===== src/rtl/win_banner_pkg.sv =====
// Shared types and constants for the win-banner reader: FSM state encoding,
// bus widths, default transparent colour and the sprite address helper.
package win_banner_pkg;

    localparam int ADDR_W = 19;
    localparam int RGB_W  = 24;
    localparam logic [RGB_W-1:0] KEY_COLOR_DEF = 24'hFF0000;

    localparam logic [1:0] ST_IDLE  = 2'd0;
    localparam logic [1:0] ST_ARMED = 2'd1;
    localparam logic [1:0] ST_SHOW  = 2'd2;
    localparam logic [1:0] ST_DONE  = 2'd3;

    typedef enum logic [1:0] {
        IDLE  = ST_IDLE,
        ARMED = ST_ARMED,
        SHOW  = ST_SHOW,
        DONE  = ST_DONE
    } state_e;

    // Row-major offset into the sprite; inputs are already banner-relative.
    function automatic logic [ADDR_W-1:0] sprite_addr(
        input logic [9:0] dx,
        input logic [9:0] dy,
        input int         spr_w
    );
        logic [ADDR_W-1:0] w_row;
        w_row = ADDR_W'(dy) * ADDR_W'(spr_w);
        return w_row + ADDR_W'(dx);
    endfunction

endpackage


===== src/rtl/win_banner_fetch_timer.sv =====
// Frame counter and blink generator for the banner display window.
// Counters restart on entry to SHOW; the banner starts in its visible phase.
module banner_frame_timer #(
    parameter int DISPLAY_FRAMES = 180,
    parameter int BLINK_FRAMES   = 15
) (
    input  logic Clk,
    input  logic Reset,
    input  logic i_start,
    input  logic i_en,
    input  logic frame_start,
    output logic o_last_frame,
    output logic o_visible
);

    localparam int FW = (DISPLAY_FRAMES > 1) ? $clog2(DISPLAY_FRAMES) : 1;
    localparam int BW = (BLINK_FRAMES > 1) ? $clog2(BLINK_FRAMES) : 1;

    logic [FW-1:0] r_frame_cnt;
    logic [BW-1:0] r_blink_cnt;
    logic          r_visible;
    logic          w_blink_wrap;

    assign o_last_frame = (r_frame_cnt == FW'(DISPLAY_FRAMES - 1));
    assign w_blink_wrap = (r_blink_cnt == BW'(BLINK_FRAMES - 1));
    assign o_visible    = r_visible;

    always_ff @(posedge Clk) begin
        if (Reset) begin
            r_frame_cnt <= '0;
            r_blink_cnt <= '0;
            r_visible   <= 1'b0;
        end else if (i_start) begin
            r_frame_cnt <= '0;
            r_blink_cnt <= '0;
            r_visible   <= 1'b1;
        end else if (i_en && frame_start) begin
            if (!o_last_frame)
                r_frame_cnt <= r_frame_cnt + 1'b1;
            // BLINK_FRAMES of zero keeps the banner steadily visible
            if (BLINK_FRAMES != 0) begin
                if (w_blink_wrap) begin
                    r_blink_cnt <= '0;
                    r_visible   <= ~r_visible;
                end else begin
                    r_blink_cnt <= r_blink_cnt + 1'b1;
                end
            end
        end
    end

endmodule


===== src/rtl/win_banner_fetch.sv =====
// Win-banner reader: sequences the display window, drives the banner ROM
// address and returns a keyed pixel three clocks after DrawX/DrawY.
module win_banner_fetch
    import win_banner_pkg::*;
#(
    parameter int               SPR_W          = 256,
    parameter int               SPR_H          = 192,
    parameter int               BANNER_X       = 192,
    parameter int               BANNER_Y       = 144,
    parameter int               DISPLAY_FRAMES = 180,
    parameter int               BLINK_FRAMES   = 15,
    parameter logic [RGB_W-1:0] KEY_COLOR      = KEY_COLOR_DEF
) (
    input  logic              Clk,
    input  logic              Reset,
    input  logic              frame_start,
    input  logic [9:0]        DrawX,
    input  logic [9:0]        DrawY,
    input  logic              show_req,
    input  logic              winner,
    output logic [ADDR_W-1:0] read_address,
    output logic              rom_sel,
    input  logic [RGB_W-1:0]  rom_data,
    output logic [RGB_W-1:0]  pixel_rgb,
    output logic              pixel_on,
    output logic              busy,
    output logic              done
);

    state_e            r_state;
    logic              r_winner;
    logic [ADDR_W-1:0] r_read_address;
    logic              r_rom_sel;
    logic              r_v1;
    logic              r_v2;
    logic [RGB_W-1:0]  r_pixel_rgb;
    logic              r_pixel_on;

    logic              w_show_start;
    logic              w_last_frame;
    logic              w_visible;
    logic              w_in_x;
    logic              w_in_y;
    logic              w_in_region;
    logic [9:0]        w_dx;
    logic [9:0]        w_dy;
    logic [ADDR_W-1:0] w_addr;

    assign w_show_start = (r_state == ARMED) && frame_start;

    banner_frame_timer #(
        .DISPLAY_FRAMES (DISPLAY_FRAMES),
        .BLINK_FRAMES   (BLINK_FRAMES)
    ) u_timer (
        .Clk          (Clk),
        .Reset        (Reset),
        .i_start      (w_show_start),
        .i_en         (r_state == SHOW),
        .frame_start  (frame_start),
        .o_last_frame (w_last_frame),
        .o_visible    (w_visible)
    );

    always_ff @(posedge Clk) begin
        if (Reset) begin
            r_state  <= IDLE;
            r_winner <= 1'b0;
        end else begin
            case (r_state)
                IDLE: begin
                    if (show_req) begin
                        r_winner <= winner;
                        r_state  <= ARMED;
                    end
                end
                ARMED:   if (frame_start) r_state <= SHOW;
                SHOW:    if (frame_start && w_last_frame) r_state <= DONE;
                DONE:    r_state <= IDLE;
                default: r_state <= IDLE;
            endcase
        end
    end

    // 11-bit compares so a banner touching the right/bottom edge cannot wrap
    assign w_in_x = ({1'b0, DrawX} >= 11'(BANNER_X)) &&
                    ({1'b0, DrawX} <  11'(BANNER_X + SPR_W));
    assign w_in_y = ({1'b0, DrawY} >= 11'(BANNER_Y)) &&
                    ({1'b0, DrawY} <  11'(BANNER_Y + SPR_H));
    assign w_in_region = (r_state == SHOW) && w_visible && w_in_x && w_in_y;

    assign w_dx   = DrawX - 10'(BANNER_X);
    assign w_dy   = DrawY - 10'(BANNER_Y);
    assign w_addr = sprite_addr(w_dx, w_dy, SPR_W);

    // Entries already in flight drain after SHOW ends; only Reset kills them
    always_ff @(posedge Clk) begin
        if (Reset) begin
            r_read_address <= '0;
            r_rom_sel      <= 1'b0;
            r_v1           <= 1'b0;
            r_v2           <= 1'b0;
            r_pixel_rgb    <= '0;
            r_pixel_on     <= 1'b0;
        end else begin
            r_read_address <= w_in_region ? w_addr : '0;
            r_rom_sel      <= r_winner;
            r_v1           <= w_in_region;
            r_v2           <= r_v1;
            r_pixel_rgb    <= r_v2 ? rom_data : '0;
            r_pixel_on     <= r_v2 && (rom_data != KEY_COLOR);
        end
    end

    assign read_address = r_read_address;
    assign rom_sel      = r_rom_sel;
    assign pixel_rgb    = r_pixel_rgb;
    assign pixel_on     = r_pixel_on;
    assign busy         = (r_state != IDLE);
    assign done         = (r_state == DONE);

endmodule


===== config.mk =====
export PLATFORM = sky130hd
export DESIGN_NAME = win_banner_fetch
export DESIGN_NICKNAME = d
export VERILOG_FILES = /design/src/rtl/win_banner_pkg.sv /design/src/rtl/win_banner_fetch_timer.sv /design/src/rtl/win_banner_fetch.sv
export SDC_FILE = /design/constraint.sdc
export NUM_CORES = 1
export LEC_CHECK = 0
export ABC_AREA = 0
export ABC_CLOCK_PERIOD_IN_PS = 2920
export BUFFER_PORTS_ARGS = -buffer_cell sky130_fd_sc_hd__buf_2
export CORE_AREA = 2 2 73 75
export DETAILED_ROUTE_END_ITERATION = 7
export DIE_AREA = 0 0 75 77
export GPL_ROUTABILITY_DRIVEN = 0
export PLACE_DENSITY = 0.82
export SYNTH_ARGS = -nofsm -noshare
export SYNTH_HDL_FRONTEND = slang
export SYNTH_HIERARCHICAL = 1
export SYNTH_SLANG_ARGS = --single-unit

===== constraint.sdc =====
create_clock -name Clk -period 2.92 [get_ports Clk]
set_input_delay 0.584 -clock Clk [delete_from_list [all_inputs] [get_ports Clk]]
set_output_delay 0.584 -clock Clk [all_outputs]
set_load 0.01 [all_outputs]

==> results <==
- The clock edge transition at the registers on the reported setup and hold paths is 70 ps.
- The post-layout minimum cycle time is 2310 ps.
- By startpoint and endpoint, the worst setup path is classified as register to register.
- Of the cells placed in the final design, the portion with a size suffix greater than 1 is 0.326.
- The number of H-tree branching levels is 3.
- The nature of the critical path startpoint is a register.
- In the post-synthesis netlist, the biggest area contributors are sky130_fd_sc_hd__dfxtp_1, sky130_fd_sc_hd__and2_1, sky130_fd_sc_hd__ha_1, sky130_fd_sc_hd__a21oi_1, sky130_fd_sc_hd__xnor2_1.
- The setup TNS is 0 ps.
- The floorplan step set the die width to 75 µm.
- The routed wire length is 5180 µm.
- Of the post-synthesis cell area, the dominant cell type holds 0.504.
- The post-DP HPWL is 3990 µm.
- The count of warnings emitted by yosys is 6.
- Along the worst path, the maximum fanout reaches 10.
- The total overflow reported by the global router is 0.
- The leakage dissipation is 1.50 nW.
- The worst setup path is captured at a register.
- Of the total synthesized cell area, the portion taken by AND, OR, NAND and NOR gates is 0.259.
- Sorting the synthesized cells by how often they occur yields sky130_fd_sc_hd__dfxtp_1, sky130_fd_sc_hd__and2_1, sky130_fd_sc_hd__a21oi_1.
- Across the routed clock network, the largest skew measured is 9.22 ps.
- The number of failing hold endpoints at the final stage came to 0.
- In this run, post-CTS repair resized a total of 0 instances.
- In this run, synthesis inferred 0 flip-flops with an integrated enable.
- In this run the post-CTS setup repair buffer count came out at 0.
- Traced cell by cell, the critical path runs through inv_1 -> ha_1 -> nand2_1 -> or4_1 -> or4_1 -> clkinv_4 -> and2_1.
- The number of hold buffers added after CTS is 0.
- TritonCTS built the clock tree.
- Max-cap violations in this run came to 0.
- The post-synthesis instance total is 252.
- The final hold slack is 436 ps.
- Of the total synthesized cell area, the portion taken by full adders, half adders and majority gates is 0.0730.
- In this run, synthesis produced a sequential element count of 63.
- The post-synthesis mux area share is 0.00800.
- Of the synthesized area, sequential elements account for 0.504.
- The die area is 0.00578 mm².
- The largest individual stage delay along the critical path comes from the cell sky130_fd_sc_hd__or4_1.
- The maximum clock frequency is 433 MHz.
- After detailed routing, the average wire length per cell comes to 12.1 µm.
- Broken down by cell family, the worst path's largest delay share belongs to simple AND/OR/NAND/NOR gates.
- The overall global routing resource usage is 0.189.
- The number of buffers and inverters on the critical path is 2.
- On the worst path, the slowest cell contributes a delay of 660 ps.
- The final layout contains 417 nets.
- The initial standard-cell utilization of the core is 0.503.
- The total nets after synthesis is 315.
- Entering global routing, the biggest net connects 26 pins.
- The peak supply drop is 351 µV.
- The clock sink count is 63.
- Setup violations remaining at the end of the flow were counted as 0.
- The count of buffers added on input and output ports is 95.
- The cell accounting for the most synthesized area is sky130_fd_sc_hd__dfxtp_1.
- The I/O pin total is 96.
- The type of the tightest min-delay check is input pin to register.
- The die is 77 µm tall.
- Among all flip-flop cells after synthesis, the most frequent one is sky130_fd_sc_hd__dfxtp_1.
- The total iterations of the first detailed-routing run is 4.
- The max-slew violation count is 0.
- Using the TritonRoute via totals, the vias-per-cell ratio works out to 4.97.
- The final design utilization is 0.657.
- The library cell used as clock root buffer is sky130_fd_sc_hd__clkbuf_8.
- Data on the critical path arrives at its endpoint at 2580 ps.
- The clock latency on the worst-skew pair is 330 ps.
- The synthesized-area fraction occupied by ao, oa, aoi and oai cells is 0.0915.
- The max-slew headroom at the worst pin is 0.633.
- In the finished design, the share of the clock period the worst path needs comes to 0.791.
- Of the total synthesized cell area, the portion taken by XOR and XNOR cells is 0.0350.
- The power after layout is 0.00203 W.
- The number of antenna violations at the first check in global routing came to 0.
- The number of different library cells used by synthesis comes to 43.
- The library cell appearing most often on the critical path is sky130_fd_sc_hd__or4_1.
- The relative area change from synthesis to final layout is 30.6%.
- The first-pass GRT wire length is 8390 µm.
- The number of global-route vias before repair was 1963.
- At the pin with the least slew margin, the transition time is 546 ps.
- The region available for standard cell placement spans 0.00498 mm².
- In this run the core area contains 26 standard-cell rows.
- For the worst setup path, the data required time is 3190 ps.
- The number of clock buffers added by TritonCTS is 9.
- The main combinational cell family by area after synthesis is simple AND/OR/NAND/NOR gates.
- In this run the cell area of the synthesized design comes to 0.00250 mm².
- The number of buffers on the longest clock path is 2.
- The total power divided by cell area is 620 mW/mm².
- The synthesized area per cell is 9.94 µm².
- The repair_antennas step left the layout with diodes totalling 0.
- sky130_fd_sc_hd__dfxtp_1 is the most common cell in the netlist.
- Setup repair after global routing left no endpoint under its margin.
- The residual antenna-violating net count after detailed routing is 0.
- The via count of the routed design is 2131.
- The async set-or-reset flop fraction in the synthesized netlist is 0.
- In this run, the number of DRC markers left after iteration 0 of detailed routing was 49.
- The post-detailed-route DRC marker count is 0.
- The run finished with clean final reports.
## kinds of logic (layout without fill, tap and decap cells)
group / Yosys count / after routing
adders and majority gates: 14 / 14
other: 1 / 1
buffers and inverters: 15 / 122
xor gates and xnor gates: 10 / 10
muxes: 2 / 2
AOI/OAI and AO/OA: 38 / 38
DFF: 63 / 63
and+or+nand+nor: 109 / 109
## report_power, final
group          internal [W]  switching, W  leakage [nW]
Clock              0.000504      0.000319         0.110
Sequential         0.000886     0.0000243         0.508
Combinational      0.000126      0.000166         0.879
## metal layers
metal	vias up	routed length [µm]	track usage
li1	1073	-	-
met1	960	2320	0.224
met2	90	2390	0.305
met3	8	394	0.0526
met4	0	83	0.0929
met5	-	0	0
## path summary, 6_finish.rpt
path                           startpoint  slack (ps)  depth (start not counted)                         end
setup reg to reg  r_state[0]$_SDFFE_PP0P_         610                          7  read_address[7]$_SDFF_PP0_
hold / removal                   DrawX[6]         440                          2  read_address[6]$_SDFF_PP0_
hold reg to reg           r_v1$_SDFF_PP0_         440                          1             r_v2$_SDFF_PP0_
setup / recovery  r_state[0]$_SDFFE_PP0P_         610                          7  read_address[7]$_SDFF_PP0_
## registers in the layout, indices dropped and copies added (netlist names), 2 cells and up
register / cells
u_timer/r_frame_cnt: 8
r_state: 2
read_address: 19
pixel_rgb: 24
u_timer/r_blink_cnt: 4
## metrics by stage
step                      cell area (µm²)  std cells  setup WS, ps
after floorplan                      2500        252           788
after detailed placement             3050        413           403
after CTS                            3270        429           592
after global placement               3050        413           461
final                                3270        429           611
after global routing                 3270        429           453
## placed cells by master, fill, tap and decap left out, drive strengths merged, types with 3 or more instances in the layout
| master | Yosys | layout |
|---|---|---|
| o31ai | 3 | 3 |
| ha | 13 | 13 |
| nand2b | 3 | 3 |
| nand4 | 4 | 4 |
| o21ai | 9 | 9 |
| clkinv | 1 | 3 |
| nand4b | 3 | 3 |
| clkbuf | 3 | 11 |
| inv | 9 | 9 |
| nor2 | 11 | 11 |
| buf | 2 | 96 |
| dfxtp | 63 | 63 |
| or4 | 7 | 7 |
| nand2 | 12 | 12 |
| nor4 | 5 | 5 |
| nor2b | 6 | 6 |
| xnor2 | 7 | 7 |
| nor3 | 3 | 3 |
| xor2 | 3 | 3 |
| and2 | 35 | 35 |
| a21oi | 16 | 16 |
| or3 | 6 | 6 |
| nand3 | 7 | 7 |
## area by class of cell
cell class                      instances  area, µm²
Fill cell                             423       1710
Sequential cell                        63       1260
Multi-Input combinational cell        174       1170
Timing Repair Buffer                   96        483
Clock buffer                           11        141
Tap cell                               70       87.6
Clock inverter                          5       81.3
Inverter                               10       42.5
Power figures use the tool's default switching activity.
